==> src/rtl/ram_master.sv <==
// Byte-addressed request/acknowledge initiator for a synchronous write-first block RAM.
// Rejects odd word accesses and out-of-window addresses with an error completion.
module ram_master #(
    parameter int          AW   = 10,
    parameter logic [15:0] BASE = 16'h0000
) (
    input  logic          CLK,
    input  logic          nRST,
    input  logic          REQ,
    output logic          ACK,
    input  logic [15:0]   A,
    input  logic          WE,
    input  logic          BYTE,
    input  logic [15:0]   WD,
    output logic          RDY,
    output logic          ERR,
    output logic [15:0]   RD,
    output logic [AW-1:0] RADDR,
    output logic [1:0]    RSEL,
    output logic          RWR,
    output logic [15:0]   RDI,
    input  logic [15:0]   RDO
);

    localparam logic [16:0] WIN = 17'd1 << (AW + 1);

    typedef enum logic [1:0] {
        S_IDLE = 2'd0,
        S_ACC  = 2'd1,
        S_CAP  = 2'd2
    } state_t;

    state_t          r_state;
    state_t          w_next;
    logic            r_ack;
    logic            r_rdy;
    logic            r_err;
    logic [15:0]     r_rd;
    logic [AW-1:0]   r_raddr;
    logic [1:0]      r_rsel;
    logic            r_rwr;
    logic [15:0]     r_rdi;
    logic            r_we;
    logic            r_byte;
    logic            r_a0;
    logic            r_bad;

    logic [16:0]     w_ofs;
    logic            w_bad;
    logic [1:0]      w_rsel;
    logic [15:0]     w_rdi;
    logic [15:0]     w_rd_cap;

    assign ACK   = r_ack;
    assign RDY   = r_rdy;
    assign ERR   = r_err;
    assign RD    = r_rd;
    assign RADDR = r_raddr;
    assign RSEL  = r_rsel;
    assign RWR   = r_rwr;
    assign RDI   = r_rdi;

    // Window decode on the live request; 17-bit offset so A < BASE cannot alias into the window.
    always_comb begin
        w_ofs  = {1'b0, A} - {1'b0, BASE};
        w_bad  = (A < BASE) || (w_ofs >= WIN) || (!BYTE && A[0]);
        w_rsel = 2'b11;
        w_rdi  = WD;
        if (BYTE) begin
            w_rsel = A[0] ? 2'b10 : 2'b01;
            w_rdi  = {WD[7:0], WD[7:0]};
        end else begin
            w_rsel = 2'b11;
            w_rdi  = WD;
        end
    end

    // Right-justify and zero-extend byte reads from the RAM output word.
    always_comb begin
        w_rd_cap = RDO;
        if (r_byte) begin
            w_rd_cap = r_a0 ? {8'h00, RDO[15:8]} : {8'h00, RDO[7:0]};
        end else begin
            w_rd_cap = RDO;
        end
    end

    // Next-state decode for the accept / RAM access / capture sequence.
    always_comb begin
        w_next = r_state;
        case (r_state)
            S_IDLE: begin
                if (REQ) begin
                    w_next = S_ACC;
                end else begin
                    w_next = S_IDLE;
                end
            end
            S_ACC:   w_next = S_CAP;
            S_CAP:   w_next = S_IDLE;
            default: w_next = S_IDLE;
        endcase
    end

    // State register.
    always_ff @(posedge CLK or negedge nRST) begin
        if (!nRST) begin
            r_state <= S_IDLE;
        end else begin
            r_state <= w_next;
        end
    end

    // RAM drive is registered at the accept edge so it is stable for the whole ACC cycle.
    always_ff @(posedge CLK or negedge nRST) begin
        if (!nRST) begin
            r_ack   <= 1'b1;
            r_rdy   <= 1'b0;
            r_err   <= 1'b0;
            r_rd    <= 16'h0000;
            r_raddr <= '0;
            r_rsel  <= 2'b00;
            r_rwr   <= 1'b0;
            r_rdi   <= 16'h0000;
            r_we    <= 1'b0;
            r_byte  <= 1'b0;
            r_a0    <= 1'b0;
            r_bad   <= 1'b0;
        end else begin
            r_ack <= (w_next == S_IDLE);
            r_rdy <= 1'b0;
            r_err <= 1'b0;
            case (r_state)
                S_IDLE: begin
                    if (REQ) begin
                        r_we   <= WE;
                        r_byte <= BYTE;
                        r_a0   <= A[0];
                        r_bad  <= w_bad;
                        if (!w_bad) begin
                            r_raddr <= w_ofs[AW:1];
                            r_rsel  <= w_rsel;
                            r_rwr   <= WE;
                            r_rdi   <= w_rdi;
                        end else begin
                            r_rsel <= 2'b00;
                            r_rwr  <= 1'b0;
                        end
                    end
                end
                S_ACC: begin
                    r_rsel <= 2'b00;
                    r_rwr  <= 1'b0;
                end
                S_CAP: begin
                    r_rdy <= 1'b1;
                    r_err <= r_bad;
                    if (!r_bad && !r_we) begin
                        r_rd <= w_rd_cap;
                    end
                end
                default: begin
                    r_rsel <= 2'b00;
                    r_rwr  <= 1'b0;
                end
            endcase
        end
    end

endmodule

==> config.mk <==
export PLATFORM = sky130hd
export DESIGN_NAME = ram_master
export DESIGN_NICKNAME = d
export VERILOG_FILES = /design/src/rtl/ram_master.sv
export SDC_FILE = /design/constraint.sdc
export NUM_CORES = 1
export LEC_CHECK = 0
export CAP_MARGIN = 20
export CORE_AREA = 5 5 79 81
export CTS_CLUSTER_DIAMETER = 40
export CTS_CLUSTER_SIZE = 40
export DETAILED_ROUTE_END_ITERATION = 10
export DIE_AREA = 0 0 84 86
export PLACE_DENSITY = 0.86
export RECOVER_POWER = 100
export SYNTH_ARGS = -nofsm -noshare
export SYNTH_HDL_FRONTEND = slang
export SYNTH_SLANG_ARGS = --single-unit
==> constraint.sdc <==
create_clock -name CLK -period 4.79 [get_ports CLK]
set_input_delay 1.1975 -clock CLK [delete_from_list [all_inputs] [get_ports CLK]]
set_output_delay 1.1975 -clock CLK [all_outputs]
set_load 0.01 [all_outputs]
==> results_dict.tcl, run 1 <==
set metrics [dict create \
    holdPathStages 2 \
    synthAdderAreaFrac_pct 0 \
    synthMuxAreaShare_pct 24.5 \
    path_cells "dlygate4sd3_1 > nor3b_1 > nand4_4 > mux2_1" \
    hold_viol 0 \
    routedWlPerCell_um 15.8 \
    cts_resized 0 \
    stdcell_count 342 \
    setup_viol 0 \
    crit_path_max_fanout 26 \
    fin_setup_tns_ps 0 \
    cts_hold_buf 0 \
    num_vias 1650 \
    cp_slowest_cell "nor3b_1" \
    yosys.area_share.simple_pct 11.3 \
    r2r_cells 3 \
    grt_overflow 0 \
    avgSynthCellArea_um2 13.8 \
    areaGrowthSynthToFinish_pct 44.9 \
    netlist_instances 169 \
    grt_max_degree 55 \
    vdd_ir_drop_max_uv 188 \
    grt_pass1_vias 1716 \
    grt_pass1_wl_mm 8.82 \
    cp-end-kind "flip-flop" \
    required_ps 4970 \
    num-fill-cells 468 \
    cts_tree "yes" \
    holdCritPathClass "reg2reg" \
    status "finished clean" \
    portBuffers 100 \
    cp.buffers_inverters 1 \
    synth_compound_area_share_pct 3.58 \
    drv_slew 0 \
    worstMarginPinSlew_ps 1080 \
    worst-path-stages 4 \
    final_nets 322 \
    cts_sinks 54 \
    fin_crit_sh_pct 76.4 \
    cts_buffers 5 \
    dp_cells 334 \
    insertion_delay_ps 310 \
    ys_seq_elements 54 \
    cts-root-buf "clkbuf_8" \
    clk_path_buf_depth 2 \
    arrival_ps 3840 \
    routed_wl_mm 5.39 \
    synth_area_um2 2340 \
    dpl.hpwl_mm 4.07 \
    diodes 0 \
    synth_xor_area_share_pct 0.375 \
    worst_setup_hold_path_clk_slew_ps 100 \
    io_pins 101 \
    grt_use_total_pct 15.3 \
    seq_area_frac_synth_pct 57.8 \
    drtPass1Iterations 4 \
    p_per_area_nw_per_um2 349 \
    dieArea_um2 7220 \
    path_delay_family "simple AND/OR/NAND/NOR gates" \
    grt_setup_unrepaired "false" \
    cts-htree-levels 2 \
    finalCriticalPeriod_ps 3660 \
    cts_setup_buffers 0 \
    drc_errors 0 \
    drive_above_1_share_pct 11.5 \
    yosysWarnings 0 \
    relSlewSlack_pct 27.8 \
    skew_ps 15.6 \
    fp.dieH_um 86 \
    drt-initial-drc-count 62 \
    die_x_um 84 \
    ant_nets 0 \
    core_um2 5410 \
    cp-start-kind "input pin" \
    start_util_pct 43.3 \
    crit_type "in2reg" \
    antenna_found_initial 0 \
    gp_congestion 0.761 \
    synth_nets 222 \
    netlist-cell-type-count 26 \
    cp_slowest_stage_delay_ps 880 \
    synth_top_family_by_area "multiplexers" \
    leakage_uw 0.00158 \
    via_per_inst 4.82 \
    num_rows 27 \
    cap_violations 0 \
    max_freq_mhz 273 \
]
## metrics by stage
step | util, % | hold WS (ps) | setup slack, ps | total power (µW) | instance area, µm²
6_report | 62.7 | 466 | 1130 | 1180 | 3390
5_1_grt | 62.7 | 494 | 895 | 1260 | 3390
4_1_cts | 64.2 | 478 | 1670 | 1260 | 3470
3_5_place_dp | 62.5 | 455 | 1340 | 1000 | 3380
3_3_place_gp | 62.5 | 449 | 1390 | 989 | 3380
2_1_floorplan | - | 481 | 2370 | 760 | 2340
## flip-flops by register name (all words and copies together), names as in the netlist
register and cells:
RADDR 10, r_byte 1, r_state 2, r_we 1, RDY 1, ACK 1
RDI 16, r_a0 1, RSEL 2, ERR 1, r_bad 1, RWR 1
RD 16
## kinds of logic after synthesis
kind of cell,Yosys count
buffers and inverters,9
and+or+nand+nor,46
AOI/OAI and AO/OA,14
xor gates and xnor gates,1
muxes,45
DFF,54
## cells in the mapped netlist
library cell | instances | area share [%]
and2_1 | 1 | 0.27
nor4b_2 | 1 | 0.64
nor2b_1 | 1 | 0.27
nor2_1 | 2 | 0.32
o21ai_0 | 9 | 1.9
buf_6 | 3 | 1.4
o21a_1 | 1 | 0.32
nand3_1 | 1 | 0.21
nand2_1 | 26 | 4.2
nor3b_4 | 1 | 0.80
mux2_2 | 17 | 8.2
clkbuf_1 | 5 | 0.80
nand4_4 | 1 | 0.91
nand4_1 | 1 | 0.27
inv_1 | 1 | 0.16
mux2_4 | 20 | 13
or4b_1 | 1 | 0.43
dfstp_2 | 1 | 1.1
mux2i_1 | 8 | 3.4
nor3_1 | 1 | 0.21
a21oi_1 | 1 | 0.21
nand2b_1 | 1 | 0.27
dfrtp_1 | 53 | 57
o2bb2ai_1 | 3 | 1.1
nand3b_1 | 8 | 2.6
xor2_1 | 1 | 0.37
## layout make-up
cell class              instances  area (µm²)  share of cell area, %
repair buffers                101        1000                   29.6
well taps                      72        90.1                   2.66
clock inverters                 3        23.8                  0.701
flip-flops and latches         54        1350                   39.9
clock buffers                   5        68.8                   2.03
inverters                       1        3.75                  0.111
multi-input cells             106         847                   25.0
## layer usage
layer	part of all wire, %	vias to the layer above	track usage (%)
met1	45	783	19.8
met3	8.1	4	6.05
li1	-	794	-
met5	0	-	0
met2	46	69	24.4
met4	0.89	0	3.80
## placed cells by master (no fill, tap or decap)
cell type         n
nor3_1            1
mux2_4            1
nand2b_1          1
nor4b_2           1
inv_1             1
nand3b_1          8
nor3b_1           1
and2_0            1
clkdlybuf4s50_1  50
nand3_1           1
dfrtp_1          53
clkinvlp_4        2
xor2_1            1
inv_6             1
o2bb2ai_1         3
or4b_1            1
o21a_1            1
clkbuf_8          5
nand2_1          26
nor2_1            2
mux2_2           17
o21ai_0           9
nand4_1           1
buf_4             1
nor2b_1           1
mux2i_1           8
dfstp_2           1
buf_2             1
mux2_1           19
a21oi_1           1
dlygate4sd3_1    49
nand4_4           1
## worst paths after layout
kind / slack [ps] / to / startpoint
worst max register to register: 2110 / RDI[14] / r_state[0]
worst min register to register: 470 / RD[11] / RD[11]
worst min-delay path: 470 / RD[11] / RD[11]
worst max-delay path: 1130 / RDI[14] / REQ
min in group asynchronous: 990 / RADDR[9] / nRST
max in group asynchronous: 3340 / r_bad / nRST
## power by group
| group | switching (µW) | internal, µW | total, µW |
|---|---|---|---|
| Sequential | 48.1 | 542 | 590 |
| Combinational | 141 | 199 | 340 |
| Clock | 149 | 105 | 254 |
| Total | 339 | 846 | 1180 |
## worst reg2reg max path, cell delays in order (launching register included)
cell	delay, ps
dfrtp_1	450
nor3b_1	910
nand4_4	670
mux2_1	540
Power figures use the tool's default switching activity.
==> inputs of run 2 (changes only) <==
- CORE_AREA: 5 5 79 81 -> 5 5 85 87
- DIE_AREA: 0 0 84 86 -> 0 0 90 92
- PLACE_DENSITY: 0.86 -> 0.78
- clock period: 4.79 -> 3.35 ns (I/O delays scaled with it)
==> results_dict.tcl, run 2 (synthesis results as in run 1) <==
set metrics [dict create \
    status "finished clean" \
    met1_usage_pct 16.4 \
    clk_path_buf_depth 2 \
    cts_resized 0 \
    diodes 0 \
    crit_path_max_fanout 26 \
    met3_usage_pct 5.07 \
    num_vias 1653 \
    grt_pass1_vias 1906 \
    num-fill-cells 541 \
    cts-htree-levels 2 \
    io_pins 101 \
    layout_commonest_cell "dfrtp_1" \
    areaGrowthSynthToFinish_pct 49.8 \
    layout_common_cells "53 x dfrtp_1, 50 x clkdlybuf4s50_1, 49 x dlygate4sd3_1" \
    cap_violations 0 \
    required_ps 3540 \
    drc_errors 0 \
    cts_tree "yes" \
    cts_sinks 54 \
    setup_viol 0 \
    final_nets 324 \
    holdCritPathClass "reg2reg" \
    max_freq_mhz 367 \
    routed_wl_mm 5.34 \
    cts_hold_buf 0 \
    fin_crit_sh_pct 81.3 \
    start_util_pct 37.3 \
    fp.dieH_um 92 \
    p_per_area_nw_per_um2 510 \
    cp-end-kind "flip-flop" \
    routedWlPerCell_um 15.3 \
    skew_ps 7.78 \
    cts_buffers 5 \
    drt-initial-drc-count 32 \
    via_per_inst 4.74 \
    core_um2 6280 \
    insertion_delay_ps 300 \
    seq_area_um2 1350 \
    grt_setup_unrepaired "false" \
    multi_input_area_um2 930 \
    hold_viol 0 \
    drv_slew 0 \
    path_cells "dlygate4sd3_1 > nor3b_4 > nand4_4 > clkbuf_2 > mux2_4" \
    crit_type "in2reg" \
    drive_above_1_share_pct 19.1 \
    grt_use_total_pct 13.5 \
    leakage_uw 0.00167 \
    num_rows 29 \
    dpl.hpwl_mm 4.16 \
    use_met2_pct 22.1 \
    busiest_layer "met2" \
    gp_congestion 0.745 \
    path_delay_family "buffers and inverters" \
    worst_setup_hold_path_clk_slew_ps 100 \
    portBuffers 100 \
    vdd_ir_drop_max_uv 251 \
    die_x_um 90 \
    grt_pass1_wl_mm 9.33 \
    grt_max_degree 29 \
    worstMarginPinSlew_ps 1420 \
    drtPass1Iterations 3 \
    antenna_found_initial 0 \
    ant_nets 0 \
    cts-root-buf "clkbuf_8" \
    fin_setup_tns_ps 0 \
    dieArea_um2 8280 \
    grt_overflow 0 \
    relSlewSlack_pct 5.66 \
    cp_slowest_cell "dlygate4sd3_1" \
    cp_slowest_stage_delay_ps 570 \
    finalCriticalPeriod_ps 2720 \
    arrival_ps 2910 \
    cts_setup_buffers 0 \
    power_uw 1790 \
    cp-start-kind "input pin" \
    cp.buffers_inverters 2 \
]
[run 2: cell types whose count changed in the layout (fill, tap and decap cells not counted)]
| cell | before | now |
|---|---|---|
| buf_2 | 1 | 0 |
| bufinv_16 | 0 | 1 |
| clkbuf_1 | 0 | 1 |
| clkbuf_2 | 0 | 2 |
| clkinv_2 | 0 | 2 |
| clkinvlp_4 | 2 | 0 |
| inv_6 | 1 | 0 |
| mux2_1 | 19 | 0 |
| mux2_4 | 1 | 20 |
| nor3b_1 | 1 | 0 |
| nor3b_4 | 0 | 1 |
[run 2: worst register-to-register path: cells and delay by family (launching register included)]
| family | cells | cell delay [ps] |
|---|---|---|
| simple gates | 2 | 550 |
| buf+inv | 1 | 500 |
| flops | 1 | 480 |
| mux | 1 | 480 |
[run 2: per-stage QoR]
step | utilization (%) | instance area (µm²) | worst slack (ps) | std cells | hold WS [ps]
detailed placement | 54.2 | 3400 | 712 | 341 | 457
floorplan | - | 2340 | 1290 | 169 | 481
finish | 55.8 | 3500 | 628 | 349 | 468
global route | 55.8 | 3500 | 470 | 349 | 504
global placement | 54.2 | 3400 | 765 | 341 | 453
CTS | 55.9 | 3510 | 1040 | 349 | 478
[run 2: final timing paths]
path,from,endpoint,slack (ps),depth (start not counted)
worst max-delay path,REQ,RDI[5],630,5
worst min-delay path,RD[8],RD[8],470,2
worst max register to register,r_state[0],RDI[5],1230,4
worst min register to register,RD[8],RD[8],470,2
max in group asynchronous,nRST,RWR,1140,2
min in group asynchronous,nRST,RDY,840,1
[run 2: routing by layer]
metal  part of all wire, %  up-vias
li1                      -      791
met3                   8.9        9
met1                    43      781
met2                    47       72
met5                     0        -
met4                   1.4        0
[run 2: layout make-up]
type,instances,share of cell area [%]
Tap cell,77,2.75
Inverter,1,0.107
Clock buffer,5,1.96
Multi-Input combinational cell,106,26.5
Sequential cell,54,38.6
Timing Repair Buffer,103,28.9
Clock inverter,3,1.14
[run 2: where the power goes]
group / switching, µW / internal [µW] / leakage [µW]
logic: 201 / 313 / 0.000958
clock network: 204 / 220 / 0.0000579
registers: 73.4 / 775 / 0.000658
==> inputs of run 3 (changes only) <==
- clock period: 3.35 -> 2.5 ns (I/O delays scaled with it)
==> results_dict.tcl, run 3 (synthesis results as in run 1) <==
set metrics [dict create \
    layout_commonest_cell "dfrtp_1" \
    crit_type "in2reg" \
    grt_use_total_pct 13.3 \
    fin_crit_sh_pct 84.5 \
    cts-root-buf "clkbuf_8" \
    seq_power_share_pct 50.3 \
    status "finished clean" \
    final_nets 326 \
    cts_buffers 5 \
    routed_wl_mm 5.32 \
    required_ps 2680 \
    drv_slew 0 \
    dpl.hpwl_mm 4.10 \
    leakage_uw 0.00161 \
    grt_setup_unrepaired "false" \
    path_cells "dlygate4sd3_1 > nor3b_4 > nand4_4 > clkbuf_4 > mux2_1" \
    drt-initial-drc-count 43 \
    stdcell_count 351 \
    fin_setup_tns_ps 0 \
    grt_pass1_vias 1850 \
    clk_path_buf_depth 2 \
    drive_above_1_share_pct 12.8 \
    ant_nets 0 \
    gp_congestion 0.732 \
    die_x_um 90 \
    num_vias 1661 \
    cts-htree-levels 2 \
    cp_slowest_cell "dlygate4sd3_1" \
    p_per_area_nw_per_um2 659 \
    arrival_ps 2290 \
    crit_path_max_fanout 20 \
    diodes 0 \
    finalCriticalPeriod_ps 2110 \
    cp-end-kind "flip-flop" \
    drc_errors 0 \
    dp_cells 343 \
    grt_max_degree 55 \
    worst_setup_hold_path_clk_slew_ps 90 \
    insertion_delay_ps 300 \
    areaGrowthSynthToFinish_pct 46.6 \
    antenna_found_initial 0 \
    cts_sinks 54 \
    cts_hold_buf 0 \
    num_rows 29 \
    cts_resized 0 \
    routedWlPerCell_um 15.2 \
    holdCritPathClass "reg2reg" \
    cap_violations 0 \
    p_sw_share_pct 28.1 \
    dieArea_um2 8280 \
    pwr-share-comb_pct 29.0 \
    core_um2 6280 \
    cp_slowest_stage_delay_ps 560 \
    placed_area_um2 3440 \
    hold_viol 0 \
    io_pins 101 \
    relSlewSlack_pct 13.8 \
    skew_ps 5.02 \
    portBuffers 100 \
    via_per_inst 4.73 \
    vdd_ir_drop_max_uv 352 \
    drtPass1Iterations 4 \
    cts_setup_buffers 0 \
    start_util_pct 37.3 \
    p_clk_share_pct 20.7 \
    cts_tree "yes" \
    power_uw 2260 \
    fp.dieH_um 92 \
    p_sw_uw 636 \
    grt_overflow 0 \
    p_int_uw 1620 \
    setup_viol 0 \
    grt_pass1_wl_mm 9.18 \
    cp-start-kind "input pin" \
    layout_common_cells "53 x dfrtp_1, 50 x clkdlybuf4s50_1, 49 x dlygate4sd3_1" \
    max_freq_mhz 473 \
    worstMarginPinSlew_ps 1290 \
    holdWs_ps 468 \
    finalInstanceArea_um2 3430 \
]
run 3: per-layer routing:
| layer | routed length [µm] | part of all wire [%] | GRT usage, % |
|---|---|---|---|
| met1 | 2390 | 45 | 17.0 |
| met2 | 2380 | 45 | 20.5 |
| met3 | 457 | 8.6 | 5.56 |
| met4 | 97 | 1.8 | 3.97 |
| met5 | 0 | 0 | 0 |
run 3: cell type report:
cell class                      instances  area (µm²)
Clock buffer                            6        72.6
Inverter                                1        3.75
Fill cell                             566        2850
Tap cell                               77        96.3
Multi-Input combinational cell        106         862
Sequential cell                        54        1350
Clock inverter                          2        13.8
Timing Repair Buffer                  105        1030
run 3: final timing paths:
path / start / to / slack, ps / cells past startpoint
max: REQ / RDI[10] / 390 / 5
min reg2reg: RD[9] / RD[9] / 470 / 2
max in group asynchronous: nRST / RSEL[1] / 1030 / 2
min in group asynchronous: nRST / ERR / 680 / 2
max reg2reg: r_state[0] / RD[5] / 720 / 3
min: RD[9] / RD[9] / 470 / 2
run 3: power by group through the flow:
stage	registers (µW)	logic, µW	clock network [µW]
after detailed placement	1160	765	0
after global placement	1160	748	0
final	1140	655	467
after CTS	1150	765	485
after global routing	1170	720	527
after floorplan	1210	246	0
run 3: critical path, delay by kind of cell:
family | cells | cell delay (ps)
mux | 1 | 370
simple gates | 2 | 410
buf+inv | 2 | 870
run 3: per-stage QoR:
stage	worst slack, ps	util [%]
final	387	54.6
after global routing	282	54.6
after CTS	506	56.2
after detailed placement	236	54.8
after global placement	287	54.8
after floorplan	657	-
